[src/rtl/dec_pkg.sv]
// Shared types and encodings for the pipelined instruction decoder.
package dec_pkg;

  // Compact op code carried to the execute stage; OP_ILLEGAL must stay 0.
  typedef enum logic [5:0] {
    OP_ILLEGAL = 6'd0,
    OP_LUI, OP_AUIPC, OP_JAL, OP_JALR,
    OP_BEQ, OP_BNE, OP_BLT, OP_BGE, OP_BLTU, OP_BGEU,
    OP_LB, OP_LH, OP_LW, OP_LBU, OP_LHU,
    OP_SB, OP_SH, OP_SW,
    OP_ADDI, OP_SLTI, OP_SLTIU, OP_XORI, OP_ORI, OP_ANDI,
    OP_SLLI, OP_SRLI, OP_SRAI,
    OP_ADD, OP_SUB, OP_SLL, OP_SLT, OP_SLTU, OP_XOR, OP_SRL, OP_SRA, OP_OR, OP_AND,
    OP_FENCE, OP_FENCE_I, OP_ECALL, OP_EBREAK,
    OP_CSRRW, OP_CSRRS, OP_CSRRC, OP_CSRRWI, OP_CSRRSI, OP_CSRRCI,
    OP_MUL, OP_MULH, OP_MULHSU, OP_MULHU, OP_DIV, OP_DIVU, OP_REM, OP_REMU
  } op_t;

  // Major opcodes (inst[6:0]); all of them end in 2'b11.
  localparam logic [6:0] OPC_LOAD     = 7'b0000011;
  localparam logic [6:0] OPC_MISC_MEM = 7'b0001111;
  localparam logic [6:0] OPC_OP_IMM   = 7'b0010011;
  localparam logic [6:0] OPC_AUIPC    = 7'b0010111;
  localparam logic [6:0] OPC_STORE    = 7'b0100011;
  localparam logic [6:0] OPC_OP       = 7'b0110011;
  localparam logic [6:0] OPC_LUI      = 7'b0110111;
  localparam logic [6:0] OPC_BRANCH   = 7'b1100011;
  localparam logic [6:0] OPC_JALR     = 7'b1100111;
  localparam logic [6:0] OPC_JAL      = 7'b1101111;
  localparam logic [6:0] OPC_SYSTEM   = 7'b1110011;

  // Which immediate format the op carries.
  typedef enum logic [2:0] {
    IMM_NONE, IMM_I, IMM_SHAMT, IMM_S, IMM_B, IMM_U, IMM_J, IMM_Z
  } imm_type_t;

  // Per-entry control bits stored in the output queue.
  typedef struct packed {
    op_t  op;
    logic rs1_use;
    logic rs2_use;
    logic rd_we;
    logic illegal;
  } dec_ctrl_t;

endpackage

[src/rtl/dec_core.sv]
// Combinational RV32I(+M, +Zicsr) decoder: instruction -> op, operand flags, immediate.
module dec_core
  import dec_pkg::*;
#(
  parameter int XLEN     = 32,
  parameter bit EN_M     = 1'b0,
  parameter bit EN_ZICSR = 1'b1
) (
  input  logic [31:0]     inst,
  output op_t             op,
  output logic            rs1_use,
  output logic            rs2_use,
  output logic            rd_we,
  output logic            illegal,
  output logic [XLEN-1:0] imm
);

  logic [6:0] opcode;
  logic [2:0] funct3;
  logic [6:0] funct7;
  op_t        op_raw;
  imm_type_t  imm_type;
  logic       rs1_raw;
  logic       rs2_raw;
  logic       we_raw;
  logic [31:0] imm32;

  assign opcode = inst[6:0];
  assign funct3 = inst[14:12];
  assign funct7 = inst[31:25];

  // Classify the encoding; anything not matched (incl. inst[1:0]!=2'b11) stays OP_ILLEGAL.
  always_comb begin
    // NOTE: every signal gets a default first so no path through the case infers a latch.
    op_raw   = OP_ILLEGAL;
    imm_type = IMM_NONE;
    rs1_raw  = 1'b0;
    rs2_raw  = 1'b0;
    we_raw   = 1'b0;
    case (opcode)
      OPC_LUI:   begin op_raw = OP_LUI;   imm_type = IMM_U; we_raw = 1'b1; end
      OPC_AUIPC: begin op_raw = OP_AUIPC; imm_type = IMM_U; we_raw = 1'b1; end
      OPC_JAL:   begin op_raw = OP_JAL;   imm_type = IMM_J; we_raw = 1'b1; end
      OPC_JALR: begin
        imm_type = IMM_I; rs1_raw = 1'b1; we_raw = 1'b1;
        if (funct3 == 3'b000) op_raw = OP_JALR;
      end
      OPC_BRANCH: begin
        imm_type = IMM_B; rs1_raw = 1'b1; rs2_raw = 1'b1;
        case (funct3)
          3'b000:  op_raw = OP_BEQ;
          3'b001:  op_raw = OP_BNE;
          3'b100:  op_raw = OP_BLT;
          3'b101:  op_raw = OP_BGE;
          3'b110:  op_raw = OP_BLTU;
          3'b111:  op_raw = OP_BGEU;
          default: ;
        endcase
      end
      OPC_LOAD: begin
        imm_type = IMM_I; rs1_raw = 1'b1; we_raw = 1'b1;
        case (funct3)
          3'b000:  op_raw = OP_LB;
          3'b001:  op_raw = OP_LH;
          3'b010:  op_raw = OP_LW;
          3'b100:  op_raw = OP_LBU;
          3'b101:  op_raw = OP_LHU;
          default: ;
        endcase
      end
      OPC_STORE: begin
        imm_type = IMM_S; rs1_raw = 1'b1; rs2_raw = 1'b1;
        case (funct3)
          3'b000:  op_raw = OP_SB;
          3'b001:  op_raw = OP_SH;
          3'b010:  op_raw = OP_SW;
          default: ;
        endcase
      end
      OPC_OP_IMM: begin
        imm_type = IMM_I; rs1_raw = 1'b1; we_raw = 1'b1;
        case (funct3)
          3'b000: op_raw = OP_ADDI;
          3'b010: op_raw = OP_SLTI;
          3'b011: op_raw = OP_SLTIU;
          3'b100: op_raw = OP_XORI;
          3'b110: op_raw = OP_ORI;
          3'b111: op_raw = OP_ANDI;
          3'b001: begin
            imm_type = IMM_SHAMT;
            if (funct7 == 7'b0000000) op_raw = OP_SLLI;
          end
          default: begin  // 3'b101
            imm_type = IMM_SHAMT;
            if (funct7 == 7'b0000000)      op_raw = OP_SRLI;
            else if (funct7 == 7'b0100000) op_raw = OP_SRAI;
          end
        endcase
      end
      OPC_OP: begin
        rs1_raw = 1'b1; rs2_raw = 1'b1; we_raw = 1'b1;
        case (funct7)
          7'b0000000: begin
            case (funct3)
              3'b000: op_raw = OP_ADD;
              3'b001: op_raw = OP_SLL;
              3'b010: op_raw = OP_SLT;
              3'b011: op_raw = OP_SLTU;
              3'b100: op_raw = OP_XOR;
              3'b101: op_raw = OP_SRL;
              3'b110: op_raw = OP_OR;
              default: op_raw = OP_AND;
            endcase
          end
          7'b0100000: begin
            if (funct3 == 3'b000)      op_raw = OP_SUB;
            else if (funct3 == 3'b101) op_raw = OP_SRA;
          end
          7'b0000001: begin
            if (EN_M) begin
              case (funct3)
                3'b000: op_raw = OP_MUL;
                3'b001: op_raw = OP_MULH;
                3'b010: op_raw = OP_MULHSU;
                3'b011: op_raw = OP_MULHU;
                3'b100: op_raw = OP_DIV;
                3'b101: op_raw = OP_DIVU;
                3'b110: op_raw = OP_REM;
                default: op_raw = OP_REMU;
              endcase
            end
          end
          default: ;
        endcase
      end
      OPC_MISC_MEM: begin
        // fm/pred/succ are deliberately not inspected.
        if (funct3 == 3'b000) op_raw = OP_FENCE;
        else if (funct3 == 3'b001) begin op_raw = OP_FENCE_I; rs1_raw = 1'b1; end
      end
      OPC_SYSTEM: begin
        if (funct3 == 3'b000) begin
          if (inst[31:7] == 25'd0)                   op_raw = OP_ECALL;
          else if (inst[31:7] == {12'h001, 13'h0000}) op_raw = OP_EBREAK;
        end else if (EN_ZICSR && (funct3 != 3'b100)) begin
          we_raw = 1'b1;
          if (funct3[2]) begin
            imm_type = IMM_Z;
            case (funct3[1:0])
              2'b01:   op_raw = OP_CSRRWI;
              2'b10:   op_raw = OP_CSRRSI;
              default: op_raw = OP_CSRRCI;
            endcase
          end else begin
            rs1_raw = 1'b1;
            case (funct3[1:0])
              2'b01:   op_raw = OP_CSRRW;
              2'b10:   op_raw = OP_CSRRS;
              default: op_raw = OP_CSRRC;
            endcase
          end
        end
      end
      default: ;
    endcase
  end

  // An illegal encoding suppresses all side effects so a trap sees a clean entry.
  assign op      = op_raw;
  assign illegal = (op_raw == OP_ILLEGAL);
  assign rs1_use = rs1_raw && !illegal;
  assign rs2_use = rs2_raw && !illegal;
  assign rd_we   = we_raw && !illegal && (inst[11:7] != 5'd0);

  // Assemble the 32-bit immediate for the selected format.
  always_comb begin
    imm32 = 32'd0;
    if (!illegal) begin
      case (imm_type)
        IMM_I:     imm32 = {{20{inst[31]}}, inst[31:20]};
        IMM_SHAMT: imm32 = {27'd0, inst[24:20]};
        IMM_S:     imm32 = {{20{inst[31]}}, inst[31:25], inst[11:7]};
        IMM_B:     imm32 = {{19{inst[31]}}, inst[31], inst[7], inst[30:25], inst[11:8], 1'b0};
        IMM_U:     imm32 = {inst[31:12], 12'd0};
        IMM_J:     imm32 = {{11{inst[31]}}, inst[31], inst[19:12], inst[20], inst[30:21], 1'b0};
        IMM_Z:     imm32 = {27'd0, inst[19:15]};
        default:   imm32 = 32'd0;
      endcase
    end
  end

  // Zero-extended formats have bit 31 clear, so one sign extension serves all.
  assign imm = XLEN'($signed(imm32));

endmodule

[src/rtl/dec_pipe.sv]
// Decode stage: combinational decode registered into a QDEPTH-entry output queue.
module dec_pipe
  import dec_pkg::*;
#(
  parameter int XLEN     = 32,
  parameter int QDEPTH   = 2,
  parameter bit EN_M     = 1'b0,
  parameter bit EN_ZICSR = 1'b1
) (
  input  logic            hclk,
  input  logic            hrst,
  input  logic            flush,
  input  logic            in_valid,
  output logic            in_ready,
  input  logic [31:0]     in_inst,
  input  logic [XLEN-1:0] in_pc,
  output logic            out_valid,
  input  logic            out_ready,
  output logic [XLEN-1:0] out_pc,
  output logic [31:0]     out_inst,
  output op_t             out_op,
  output logic [4:0]      out_rs1,
  output logic [4:0]      out_rs2,
  output logic [4:0]      out_rd,
  output logic            out_rs1_use,
  output logic            out_rs2_use,
  output logic            out_rd_we,
  output logic [XLEN-1:0] out_imm,
  output logic [11:0]     out_csr,
  output logic            out_illegal,
  output logic [15:0]     illegal_cnt
);

  localparam int          AW    = $clog2(QDEPTH);
  localparam logic [AW:0] QFULL = (AW+1)'(QDEPTH);

  op_t             dec_op;
  logic            dec_rs1_use;
  logic            dec_rs2_use;
  logic            dec_rd_we;
  logic            dec_illegal;
  logic [XLEN-1:0] dec_imm;
  dec_ctrl_t       dec_ctrl;

  logic [AW-1:0]   wptr;
  logic [AW-1:0]   rptr;
  logic [AW:0]     count;
  logic            push;
  logic            pop;

  logic [XLEN-1:0] pc_q   [QDEPTH];
  logic [31:0]     inst_q [QDEPTH];
  logic [XLEN-1:0] imm_q  [QDEPTH];
  dec_ctrl_t       ctrl_q [QDEPTH];

  dec_ctrl_t       head_ctrl;

  dec_core #(.XLEN(XLEN), .EN_M(EN_M), .EN_ZICSR(EN_ZICSR)) u_core (
    .inst    (in_inst),
    .op      (dec_op),
    .rs1_use (dec_rs1_use),
    .rs2_use (dec_rs2_use),
    .rd_we   (dec_rd_we),
    .illegal (dec_illegal),
    .imm     (dec_imm)
  );

  assign dec_ctrl  = '{op: dec_op, rs1_use: dec_rs1_use, rs2_use: dec_rs2_use,
                       rd_we: dec_rd_we, illegal: dec_illegal};

  // Handshake: no bypass when full; flush cancels both transfers.
  assign in_ready  = (count != QFULL);
  assign out_valid = (count != '0);
  assign push      = in_valid && in_ready && !flush;
  assign pop       = out_valid && out_ready && !flush;

  // Queue pointers and occupancy.
  always_ff @(posedge hclk or posedge hrst) begin
    // NOTE: sequential state uses non-blocking assignments so all registers update together.
    if (hrst) begin
      wptr  <= '0;
      rptr  <= '0;
      count <= '0;
    end else if (flush) begin
      wptr  <= '0;
      rptr  <= '0;
      count <= '0;
    end else begin
      if (push) wptr <= wptr + 1'b1;
      if (pop)  rptr <= rptr + 1'b1;
      case ({push, pop})
        2'b10:   count <= count + 1'b1;
        2'b01:   count <= count - 1'b1;
        default: ;
      endcase
    end
  end

  // Queue storage written on push.
  // NOTE: storage has no reset; heads are masked while empty, so stale contents never leak out.
  always_ff @(posedge hclk) begin
    if (push) begin
      pc_q[wptr]   <= in_pc;
      inst_q[wptr] <= in_inst;
      imm_q[wptr]  <= dec_imm;
      ctrl_q[wptr] <= dec_ctrl;
    end
  end

  // Saturating count of illegal entries actually enqueued.
  always_ff @(posedge hclk or posedge hrst) begin
    if (hrst) begin
      illegal_cnt <= '0;
    end else if (push && dec_illegal && (illegal_cnt != 16'hFFFF)) begin
      illegal_cnt <= illegal_cnt + 16'd1;
    end
  end

  // Head view: storage at the read pointer, forced to zero while empty.
  assign head_ctrl   = out_valid ? ctrl_q[rptr] : '0;
  assign out_pc      = out_valid ? pc_q[rptr]   : '0;
  assign out_inst    = out_valid ? inst_q[rptr] : '0;
  assign out_imm     = out_valid ? imm_q[rptr]  : '0;
  assign out_op      = head_ctrl.op;
  assign out_rs1_use = head_ctrl.rs1_use;
  assign out_rs2_use = head_ctrl.rs2_use;
  assign out_rd_we   = head_ctrl.rd_we;
  assign out_illegal = head_ctrl.illegal;
  assign out_rs1     = out_inst[19:15];
  assign out_rs2     = out_inst[24:20];
  assign out_rd      = out_inst[11:7];
  assign out_csr     = out_inst[31:20];

endmodule
[config.mk]
export PLATFORM = sky130hd
export DESIGN_NAME = dec_pipe
export DESIGN_NICKNAME = d
export VERILOG_FILES = /design/src/rtl/dec_pkg.sv /design/src/rtl/dec_core.sv /design/src/rtl/dec_pipe.sv
export SDC_FILE = /design/constraint.sdc
export NUM_CORES = 1
export LEC_CHECK = 0
export ABC_AREA = 1
export CORE_UTILIZATION = 52
export DETAILED_ROUTE_END_ITERATION = 8
export PLACE_DENSITY = 0.82
export SLEW_MARGIN = 20
export SYNTH_ARGS = -nofsm -noshare
export SYNTH_HDL_FRONTEND = slang
export SYNTH_SLANG_ARGS = --single-unit
[constraint.sdc]
create_clock -name hclk -period 7.2 [get_ports hclk]
set_input_delay 1.08 -clock hclk [delete_from_list [all_inputs] [get_ports hclk]]
set_output_delay 1.08 -clock hclk [all_outputs]
set_load 0.01 [all_outputs]
# Word-level counts from Yosys, hierarchy flattened
# Memory sizes are Yosys's and may differ from the RTL's.
# Cells that the tools add are included.
[totals]
ff_bits = 20
mem_bits_rw = 212
inputBits = 69
out_inout_bits = 151
wordCells = 125
mem_count = 4
[op_classes]
add_sub_neg = 5
n_eq_ne = 34
mux = 51
n_reduce_logical = 27
[memory_table]
columns = ["memory", "words", "width", "rd", "rd_clocked_by_memory_dff", "wr", "line_no", "rtl"]
rows = [
  ["imm_q", 2, 32, 1, 0, 1, "dec_pipe.sv:53", "logic [XLEN-1:0] imm_q [QDEPTH];"],
  ["inst_q", 2, 32, 1, 0, 1, "dec_pipe.sv:52", "logic [31:0] inst_q [QDEPTH];"],
  ["pc_q", 2, 32, 1, 0, 1, "dec_pipe.sv:51", "logic [XLEN-1:0] pc_q [QDEPTH];"],
  ["ctrl_q", 2, 10, 1, 0, 1, "dec_pipe.sv:54", "dec_ctrl_t ctrl_q [QDEPTH];"],
]
[op_table]
columns = ["op", "count"]
rows = [
  ["case mux 32 bit (7 select lines)", 1],
  ["two-way mux 32 bit", 4],
  ["case mux 6 bit (7 select lines)", 2],
  ["case mux 6 bit (11 select lines)", 1],
  ["two-way mux 6 bit", 10],
  ["== test 7 x 6 -> 1 bit (second input constant)", 4],
  ["== test 7 bit (second input constant)", 4],
  ["== test 25 x 14 -> 1 bit (second input constant)", 1],
  ["logical NOT 25 bit", 1],
  ["== test 3 bit (second input constant)", 8],
  ["case mux 4 bit (6 select lines)", 1],
  ["case mux 3 bit (7 select lines)", 1],
  ["case mux 4 bit (5 select lines)", 1],
  ["adder 16 x 1 -> 16 bit (second input constant)", 1],
  ["!= test 16 bit (second input constant)", 1],
  ["case mux 5 bit (3 select lines)", 1],
  ["== test 7 x 5 -> 1 bit (second input constant)", 2],
  ["two-way mux 1 bit", 14],
  ["== test 3 x 2 -> 1 bit (second input constant)", 4],
  ["two-way mux 3 bit", 4],
  ["case mux 6 bit (2 select lines)", 1],
  ["OR reduction 6 bit", 2],
  ["logical AND 1 bit", 10],
  ["two-way mux 10 bit", 1],
  ["other kinds (26)", 37],
]

# Depth between registers and ports, before layout
[depth]
word_depth = 10
depth_mapped = 18

# Hierarchy
# A second synthesis with hierarchy kept.
[hier_totals]
cells_unflattened = 1194
hier_area_um2 = 11457.2
[by_module_without_submodules]
columns = ["mod", "n_inst", "cells_each", "area_per_inst_um2"]
rows = [
  ["dec_pipe", 1, 787, 9394.0],
  ["dec_core", 1, 407, 2063.2],
]

# Worst setup path after synthesis
# OpenSTA, ideal clock, no wires.
[synth_path]
kind = "input -> register"
start = "in in_valid"
end = "mem ctrl_q[0][0] (netlist name) (enable)"
setup_ns = 0.573
t_arrival_ns = 5.988
t_required_ns = 6.627
slack_ns = 0.639
cell_stages = 4
path_cell_list = "nand2_1 nor2_2 inv_1 nor2_1"
[synth_between]
elab_chain_cells = 4
[synth_lines]
columns = ["element", "line_no", "rtl"]
rows = [
  ["start, declared", "dec_pipe.sv:13", "input logic in_valid,"],
  ["logical AND 1 bit (2 in a row)", "dec_pipe.sv:74", "assign push = in_valid && in_ready && !flush;"],
  ["two-way mux 1 bit", "dec_pipe.sv:102", "if (push) begin"],
  ["two-way mux 1 bit (not written as such)", "dec_pipe.sv:106", "ctrl_q[wptr] <= dec_ctrl;"],
  ["end, declared", "dec_pipe.sv:54", ""],
]
# Every way passes these cells.

# Worst setup path in the final report
[layout_path]
start = "reg rptr"
end = "out out_rs1[0]"
[layout_between]
elab_chain_cells = 2
[layout_lines]
columns = ["element", "line_no", "rtl"]
rows = [
  ["start, declared", "dec_pipe.sv:46", "logic [AW-1:0] rptr;"],
  ["start signal, assigned", "dec_pipe.sv:90", "if (pop) rptr <= rptr + 1'b1;"],
  ["memory read (2 x 32 bit)", "--", ""],
  ["two-way mux 32 bit", "dec_pipe.sv:122", "assign out_inst = out_valid ? inst_q[rptr] : '0;"],
  ["end, declared", "dec_pipe.sv:22", "output logic [4:0] out_rs1,"],
]
# Every way passes these cells.

==> impl_metrics.csv <==
group,metric,value,unit
status,status,"completed",
synthesis,ys.flop_type,"edfxtp_1",
sta,max-slew-margin-rel,0.340,
floorplan,die_area,22200,um2
synthesis,synth_cell_types,39,
detailed_routing,drt_iter0_markers,669,
worst_hold_path,hold_path_end,"illegal_cnt[15]$_DFFE_PP0P_",
detailed_routing,dr.pass1.iters,5,
placed_design,dpl_cell_area,13400,um2
finish,nets,1409,
grt,grt_overflow_total,0,
sta,fin_skew,14.2,ps
floorplan,io_pins,220,
run,maxCapViolCount,0,
sta,period_share,0.663,
floorplan,row_count,53,
finish,drive_gt1_frac,0.0711,
detailed_routing,avgRoutedWirePerCell,18.6,um
synthesis,synth.ff_latch_count,232,
synthesis,syn_inst,1155,
finish,antenna_cells,0,
grt,grtUsageTotal,0.272,
clock_tree,clkTransAtPathRegs,60,ps
sta,slew_viol_final,0,
grt,antenna_found_initial,0,
synthesis,ys_warn_count,0,
synthesis,ys_seq_area_frac,0.611,
clock_tree,h-tree-depth,1,
worst_hold_path,min-delay-start,"illegal_cnt[15]$_DFFE_PP0P_",
clock_tree,cts_tree,"built",
clock_tree,cts_buffers,24,
synthesis,synth_top_area_frac,0.567,
floorplan,fp.dieW,149,um
sta,fin_crit,4770,ps
detailed_routing,num_vias,8977,
clock_tree,cts_buffer_depth,3,
synthesis,synthArstFlopShare,0.0862,
sta,worst_pin_slew,988,ps
placed_design,dp_hpwl,20700,um
synthesis,avgSynthCellArea,9.73,um2
clock_tree,cts_resized,0,
worst_setup_path,rrSetupSlack,3870,ps
placed_design,numPortBuffers,219,
sta,rsz0062_at_grt,"no",
finish,area_delta_synth_final,26.5,%
synthesis,synth_nets,1231,
floorplan,placeableCoreArea,21100,um2
worst_setup_path,crit_path_start_kind,"flop",
worst_setup_path,timing.rr.start,"count[0]$_DFFE_PP0P_",
detailed_routing,totalWireLength,30300,um
placed_design,finalWeightedCongestion,0.952,
worst_setup_path,crit_path_max_fanout,58,
clock_tree,root_buffer,"clkbuf_16",
worst_setup_path,r2r_cells,7,
floorplan,die_h,149,um
pwr,leakagePower,5.38,nW
clock_tree,clkLatencyLatePin,510,ps
detailed_routing,drc,0,
synthesis,synth_enable_flop_cells,212,
floorplan,start_util,0.533,
sta,fmax,210,MHz
synthesis,netlist_area,11200,um2
worst_setup_path,critical_path_arrival,3690,ps
worst_hold_path,hold_depth,2,
pwr,powerDensity,325,nW/um2
worst_setup_path,worst_setup_path_startpoint,"rptr$_DFFE_PP0P_",
pwr,ir_worst_vdd,188,uV
grt,grt_max_degree,80,
worst_setup_path,critPathKind,"reg -> out",
worst_setup_path,critPathRequiredTime,6120,ps
sta,hold_viol,0,
synthesis,synth_top_area_cell,"edfxtp_1",
grt,grt_pass1_vias,8568,
sta,finalSetupViolCount,0,
worst_hold_path,hp-class,"reg -> reg",
clock_tree,cts.sinks,232,
detailed_routing,post_drt_via_cell_ratio,5.52,
grt,grt_pass1_wl,46200,um
synthesis,synth.area.top_cells,"edfxtp_1, nand2_1, a21oi_1",
worst_setup_path,endpoint_kind,"output pin",
detailed_routing,ant_nets,0,
clock_tree,hold_buffers,0,
finish,stdcell_area,14200,um2
clock_tree,post-cts-setup-buffers,0,
sta,final.setup.tns,0,ps
worst_setup_path,r2r_end,"pc_q[1][29]$_DFFE_PP_",
-- area by class of cell --
type	count	area [um2]
Clock buffer	30	644
Inverter	75	283
Clock inverter	14	123
Fill cell	1633	6880
Timing Repair Buffer	226	2270
Tap cell	275	344
Multi-Input combinational cell	774	3680
Sequential cell	232	6870
-- power breakdown --
group	internal [mW]	switching (mW)
clock	0.705	0.495
sequential	1.61	0.0710
combinational	0.785	0.958
total	3.10	1.52
-- stage by stage --
stage          utilization  hold slack [ps]  setup WS [ps]  instances  power (mW)
2_1_floorplan            -              521            639       1155        2.56
3_3_place_gp         0.637              496           2690       1582        3.43
3_5_place_dp         0.637              512           2610       1582        3.45
4_1_cts              0.674              525           2410       1626        4.65
5_1_grt              0.674              561           2330       1626        4.82
6_report             0.674              512           2430       1626        4.62
-- registers in the layout, indices dropped and copies added, names as in the netlist --
register,flops
imm_q,64
inst_q,64
pc_q,64
ctrl_q,20
illegal_cnt,16
count,2
rptr,1
wptr,1
-- Yosys cell counts (10+ instances only) --
cell type,instances
inv_1,65
inv_2,10
nor2_1,93
dfrtp_1,20
buf_4,30
nor3_1,18
nand2_1,366
a21oi_1,123
nand4_1,27
edfxtp_1,212
clkbuf_1,30
nand3_1,44
o21ai_0,26
-- kinds of logic after synthesis --
| group | Yosys count | share of synthesized area |
|---|---|---|
| adder cells (fa/ha/maj) | 7 | 0.00779 |
| AO/OA/AOI/OAI | 166 | 0.0791 |
| buffers and inverters | 149 | 0.0638 |
| AND/OR/NAND/NOR | 588 | 0.228 |
| flip-flops | 232 | 0.611 |
| XOR/XNOR | 13 | 0.0101 |
-- layout by cell type, fill, tap and decap left out, types with 4 or more instances in the layout --
cell / synthesis / layout
nand3_1: 44 / 44
clkbuf_1: 30 / 5
nor2_4: 6 / 9
inv_1: 65 / 65
nand2_1: 366 / 366
xnor2_1: 4 / 4
ha_1: 7 / 7
nor3_1: 18 / 18
nor3_2: 6 / 6
clkdlybuf4s50_1: 0 / 219
a21oi_1: 123 / 123
clkbuf_16: 0 / 25
nand4_1: 27 / 27
nor2_2: 9 / 9
dfrtp_1: 20 / 19
clkinv_1: 0 / 7
xor2_1: 9 / 9
nand2_2: 9 / 9
o21ai_0: 26 / 26
inv_2: 10 / 9
edfxtp_1: 212 / 212
buf_4: 30 / 5
nor2_1: 93 / 90
-- metal layers --
metal | share of wire | global-route usage | routed length (um) | up-vias
li1 | - | - | - | 4244
met1 | 0.40 | 0.361 | 12200 | 4299
met2 | 0.50 | 0.460 | 15100 | 388
met3 | 0.072 | 0.0407 | 2180 | 46
met4 | 0.027 | 0.0821 | 818 | 0
met5 | 0 | 0 | 0 | -
-- worst max-delay path by stage --
stage | to | slack (ps)
final | out_rs1[0] | 2430
after global routing | out_inst[15] | 2330
after CTS | out_rs1[0] | 2410
after detailed placement | imm_q[1][12]$_DFFE_PP_ | 2610
after global placement | imm_q[0][19]$_DFFE_PP_ | 2690
after floorplan | ctrl_q[0][0]$_DFFE_PP_ | 640
-- critical path, cell delays in order, from the launching register on --
cell and delay, ps:
dfrtp_4 690, clkinv_2 620, buf_4 660, nand2_1 110, a21oi_1 400, clkdlybuf4s50_1 640
No activity file was read; power rests on OpenSTA's default activity.
